### src/rtl/serial_adder_ctrl_pkg.sv
// Shared definitions for the bit-serial add/subtract engine: state encoding
// and the bit-counter width helper.
package serial_adder_ctrl_pkg;

    typedef logic [1:0] sa_state_t;

    localparam sa_state_t ST_IDLE = 2'd0;
    localparam sa_state_t ST_RUN  = 2'd1;
    localparam sa_state_t ST_DONE = 2'd2;

    function automatic int sa_cnt_w(input int width);
        return (width <= 2) ? 1 : $clog2(width);
    endfunction

endpackage

### src/rtl/full_adder_1bit.sv
// One-bit full adder composed of two half adders; the only arithmetic
// element of the serial engine.
module full_adder_1bit (
    input  logic a,
    input  logic b,
    input  logic cin,
    output logic s,
    output logic cout
);

    logic s1;
    logic c1;
    logic c2;

    half_adder u_ha0 (.a(a),  .b(b),   .s(s1), .c(c1));
    half_adder u_ha1 (.a(s1), .b(cin), .s(s),  .c(c2));

    assign cout = c1 | c2;

endmodule

### src/rtl/half_adder.sv
// One-bit half adder, building block of full_adder_1bit.
module half_adder (
    input  logic a,
    input  logic b,
    output logic s,
    output logic c
);

    assign s = a ^ b;
    assign c = a & b;

endmodule

### src/rtl/serial_adder_ctrl.sv
// Bit-serial add/subtract engine: one full adder is stepped over WIDTH cycles,
// LSB first, with valid/ready handshakes on the request and response sides.
module serial_adder_ctrl
    import serial_adder_ctrl_pkg::*;
#(
    parameter int WIDTH = 32
) (
    input  logic             clk,
    input  logic             rst,
    input  logic             req_valid,
    output logic             req_ready,
    input  logic [WIDTH-1:0] op_a,
    input  logic [WIDTH-1:0] op_b,
    input  logic             cin_in,
    input  logic             sub,
    output logic             rsp_valid,
    input  logic             rsp_ready,
    output logic [WIDTH-1:0] result,
    output logic             cout,
    output logic             overflow,
    output logic             busy
);

    localparam int CNT_W = sa_cnt_w(WIDTH);
    localparam logic [CNT_W-1:0] CNT_MSB_M1 = CNT_W'(WIDTH - 2);
    localparam logic [CNT_W-1:0] CNT_LAST   = CNT_W'(WIDTH - 1);

    sa_state_t        state_q,   state_d;
    logic [WIDTH-1:0] a_sh_q,    a_sh_d;
    logic [WIDTH-1:0] b_sh_q,    b_sh_d;
    logic [WIDTH-1:0] result_q,  result_d;
    logic [CNT_W-1:0] cnt_q,     cnt_d;
    logic             carry_q,   carry_d;
    logic             msb_cin_q, msb_cin_d;
    logic             cout_q,    cout_d;
    logic             ovf_q,     ovf_d;

    logic fa_sum;
    logic fa_cout;

    full_adder_1bit u_fa (
        .a    (a_sh_q[0]),
        .b    (b_sh_q[0]),
        .cin  (carry_q),
        .s    (fa_sum),
        .cout (fa_cout)
    );

    always_comb begin
        state_d   = state_q;
        a_sh_d    = a_sh_q;
        b_sh_d    = b_sh_q;
        result_d  = result_q;
        cnt_d     = cnt_q;
        carry_d   = carry_q;
        msb_cin_d = msb_cin_q;
        cout_d    = cout_q;
        ovf_d     = ovf_q;

        case (state_q)
            ST_IDLE: begin
                if (req_valid) begin
                    a_sh_d  = op_a;
                    b_sh_d  = sub ? ~op_b : op_b;
                    carry_d = sub ? 1'b1 : cin_in;
                    cnt_d   = '0;
                    state_d = ST_RUN;
                end
            end
            ST_RUN: begin
                a_sh_d   = a_sh_q >> 1;
                b_sh_d   = b_sh_q >> 1;
                result_d = {fa_sum, result_q[WIDTH-1:1]};
                carry_d  = fa_cout;
                cnt_d    = cnt_q + CNT_W'(1);
                // carry produced by bit WIDTH-2 is the carry into the MSB
                if (cnt_q == CNT_MSB_M1) begin
                    msb_cin_d = fa_cout;
                end
                if (cnt_q == CNT_LAST) begin
                    cout_d  = fa_cout;
                    ovf_d   = msb_cin_q ^ fa_cout;
                    state_d = ST_DONE;
                end
            end
            ST_DONE: begin
                if (rsp_ready) begin
                    state_d = ST_IDLE;
                end
            end
            default: state_d = ST_IDLE;
        endcase
    end

    always_ff @(posedge clk or posedge rst) begin
        if (rst) begin
            state_q   <= ST_IDLE;
            a_sh_q    <= '0;
            b_sh_q    <= '0;
            result_q  <= '0;
            cnt_q     <= '0;
            carry_q   <= 1'b0;
            msb_cin_q <= 1'b0;
            cout_q    <= 1'b0;
            ovf_q     <= 1'b0;
        end else begin
            state_q   <= state_d;
            a_sh_q    <= a_sh_d;
            b_sh_q    <= b_sh_d;
            result_q  <= result_d;
            cnt_q     <= cnt_d;
            carry_q   <= carry_d;
            msb_cin_q <= msb_cin_d;
            cout_q    <= cout_d;
            ovf_q     <= ovf_d;
        end
    end

    assign req_ready = (state_q == ST_IDLE);
    assign rsp_valid = (state_q == ST_DONE);
    assign busy      = (state_q == ST_RUN) || (state_q == ST_DONE);
    assign result    = result_q;
    assign cout      = cout_q;
    assign overflow  = ovf_q;

endmodule

### config.mk
export PLATFORM = sky130hd
export DESIGN_NAME = serial_adder_ctrl
export DESIGN_NICKNAME = d
export VERILOG_FILES = /design/src/rtl/serial_adder_ctrl_pkg.sv /design/src/rtl/full_adder_1bit.sv /design/src/rtl/half_adder.sv /design/src/rtl/serial_adder_ctrl.sv
export SDC_FILE = /design/constraint.sdc
export NUM_CORES = 1
export LEC_CHECK = 0
export ABC_AREA = 1
export CELL_PAD_IN_SITES_DETAIL_PLACEMENT = 0
export CELL_PAD_IN_SITES_GLOBAL_PLACEMENT = 1
export CORE_MARGIN = 2
export CORE_UTILIZATION = 49
export DETAILED_ROUTE_END_ITERATION = 10
export DONT_BUFFER_PORTS = 1
export GPL_TIMING_DRIVEN = 0
export PLACE_DENSITY = 0.88
export SLEW_MARGIN = 40
export SYNTH_ARGS = -nofsm -noshare
export SYNTH_HDL_FRONTEND = slang
export SYNTH_HIERARCHICAL = 1
export SYNTH_SLANG_ARGS = --single-unit
### constraint.sdc
create_clock -name clk -period 6.15 [get_ports clk]
set_input_delay 1.23 -clock clk [delete_from_list [all_inputs] [get_ports clk]]
set_output_delay 1.23 -clock clk [all_outputs]
set_load 0.02 [all_outputs]
==> flow_summary.yaml <==
power_and_ir_drop:
  switch_pwr_uw: 1293
  seq_power_share: 0.410
  internal_power_uw: 1595
  power.density_nw_per_um2: 507.0
  p_leak_uw: 0.002890
  post_route_total_power_uw: 2888
  power_frac_comb: 0.431
  netSwitchingFraction: 0.4477
  ir_drop_mv: 0.2432
  power.share.clock: 0.159
worst_setup_path:
  worstSetupStartpointType: "flip-flop"
  crit_required_ps: 4920
  max_fanout_on_critical_path: 3
  critPathArrivalTime_ps: 1210
  worstSetupPathType: "flip-flop to output pin"
  setup.worst_path.end_class: "output pin"
finish:
  n_antenna_cell: 0
  final_cell_mix: "sky130_fd_sc_hd__nand2_1 (309), sky130_fd_sc_hd__o21ai_0 (113), sky130_fd_sc_hd__dfrtp_1 (107), sky130_fd_sc_hd__inv_1 (58), sky130_fd_sc_hd__nor2_1 (38)"
  stdcell_area_sq_um: 5697
  area_occupied_by_registers_sq_um: 2678
  area_growth_pct: 7.840
  layoutNonFillerInstCount: 861
  final_layout_size_suffix_gt1_frac: 0.06759
  num-nets-final: 798
  fin_util: 0.5469
  area_of_the_multi_input_gates_sq_um: 2141
  fill_cells: 1033
  mostFrequentLayoutCell: "sky130_fd_sc_hd__nand2_1"
detailed_routing:
  vias_per_cell: 5.197
  drt_antenna_net_count: 0
  wire_length_on_met1_mm: 5.818
  drt_drc_violations_left: 0
  detail_route.wl_per_cell_microns: 14.32
  count_of_vias_placed_by_the_detailed_router: 4475
  dr_wl_met3_microns: 784
  wl_met2_mm: 5.540
  detail_route.first_pass.iterations: 5
  top_layer_used: "met4"
  wl_mm: 12.33
  drt_iter0_drc: 284
logic_synthesis:
  syn-cell-area_sq_um: 5283
  post_synth_num_cell_types: 21
  synth_cells: 708
  top_flip_flop_cell_by_instance_count_after_synthesis: "sky130_fd_sc_hd__dfrtp_1"
  synth-async-reset-ratio: 1.000
  mappedNetlistNets: 786
  post_synth_edffs: 0
  yosys_synthesis_warning_count: 6
  synth_area_per_cell_sq_um: 7.461
  ys_seq_area_frac: 0.5069
  ys_ff_latch: 107
flow_run:
  drv_cap: 0
global_route:
  grt_max_degree: 56
  antenna_violations_before_repair: 0
  global_route.usage.total: 0.2253
  gr-total-overflow: 0
  global_route_wire_length_before_repair_mm: 20.72
  first_global_vias: 4405
clock_tree:
  cts_root_buf: "sky130_fd_sc_hd__clkbuf_8"
  cts_hold_buf: 0
  clock_sink_count: 107
  h-tree-depth: 3
  cts_tree: "yes"
  numCtsBuffers: 9
  post_cts.repair.setup_buffers: 0
  ctsLongestPathBuffers: 2
  clk_transition_reported_paths_ps: 110
  cts_resized: 0
  clock_latency_ps: 380
sta:
  slew_viol_final: 0
  setup_violations: 0
  max_freq_ghz: 0.4091
  worstMarginPinSlew_ps: 515.5
  final_period_minus_worst_setup_slack_ps: 2445
  grt_setup_unrepaired: "false"
  fin_crit_sh: 0.3975
  max_slew_margin: 0.6564
  fin_worst_skew_ps: 14.65
  fin_tns_setup_ps: 0
  hold_violations: 0
die:
  die_h_microns: 107.8
  initial_core_util: 0.5071
  fp.dieArea_sq_um: 11630
  num_io_pins: 107
  die_x_microns: 107.8
  core_area_sq_um: 10420
  core.rowCount: 37
placed_design:
  postPlaceCellArea_sq_um: 5488
  hpwlAfterDp_mm: 8.546
  place_inst: 845
  gp_congestion: 0.8039
  placement.io_buffers: 0
status:
  status: "complete, no violations"
hold_path:
  min_path_type: "flip-flop to flip-flop"
[cell families after synthesis]
group / synth area share
mux: 0.002132
simple gates: 0.2546
compound gates: 0.1262
buf+inv: 0.08787
flops: 0.5069
fa+ha+maj: 0.01895
xor+xnor: 0.003317
[path summary, 6_finish.rpt]
kind | from | endpoint | slack [ps] | cells after the start
setup / recovery | state_q[0] | busy | 3710 | 2
hold / removal | b_sh_q[15] | b_sh_q[15] | 490 | 2
min in group asynchronous | rst | b_sh_q[22] | 700 | 1
setup reg to reg | state_q[1] | a_sh_q[2] | 4380 | 8
max in group asynchronous | rst | cnt_q[1] | 4860 | 2
hold reg to reg | b_sh_q[15] | b_sh_q[15] | 490 | 2
[metrics by stage]
step / worst slack (ps) / hold WS, ps
after CTS: 3681 / 492.6
after global routing: 3635 / 506.2
final: 3705 / 489.9
after floorplan: 2103 / 449.2
after global placement: 895.1 / 462.8
after detailed placement: 4022 / 465.0
[critical path, stage by stage (launching register included)]
cell	delay [ps]
sky130_fd_sc_hd__dfrtp_1	390
sky130_fd_sc_hd__inv_1	70
sky130_fd_sc_hd__ha_1	390
[synthesized netlist by cell type (2+ instances only)]
cell	number	share of area
sky130_fd_sc_hd__a21oi_1	3	0.0028
sky130_fd_sc_hd__buf_2	18	0.017
sky130_fd_sc_hd__buf_4	4	0.0057
sky130_fd_sc_hd__buf_6	5	0.011
sky130_fd_sc_hd__clkbuf_1	15	0.011
sky130_fd_sc_hd__dfrtp_1	107	0.51
sky130_fd_sc_hd__ha_1	8	0.019
sky130_fd_sc_hd__inv_1	59	0.042
sky130_fd_sc_hd__nand2_1	309	0.22
sky130_fd_sc_hd__nand3_1	6	0.0057
sky130_fd_sc_hd__nor2_1	38	0.027
sky130_fd_sc_hd__o211ai_1	2	0.0028
sky130_fd_sc_hd__o21ai_0	113	0.11
sky130_fd_sc_hd__o21ai_1	13	0.012
sky130_fd_sc_hd__xnor2_1	2	0.0033
[cell type report]
type / count / area share
sequential: 107 / 0.4700
clock buffer: 9 / 0.02174
clock inverter: 7 / 0.01494
multi-input combinational: 498 / 0.3758
inverter: 61 / 0.04195
buffer: 42 / 0.04085
tap: 136 / 0.02987
timing repair buffer: 1 / 0.004832
[sequential cells by signal, indices dropped and copies added, names as in the netlist]
name       flops
a_sh_q        32
b_sh_q        32
result        32
cnt_q          5
carry_q        1
state_q        2
cout           1
msb_cin_q      1
overflow       1
[routing by layer]
metal  up-vias  track usage
li1       2216            -
met1      2121       0.3101
met2       124       0.3513
met3        14      0.05993
met4         0      0.06502
met5         -            0
[power by group through the flow]
stage / sequential, uW / combinational (uW) / clock [uW]
after floorplan: 1160 / 958 / 0
after global placement: 1190 / 1210 / 0
after detailed placement: 1190 / 1250 / 0
after CTS: 1180 / 1260 / 468
after global routing: 1220 / 1450 / 503
final: 1180 / 1250 / 459
Note: power is estimated with default switching activity, not from simulation.
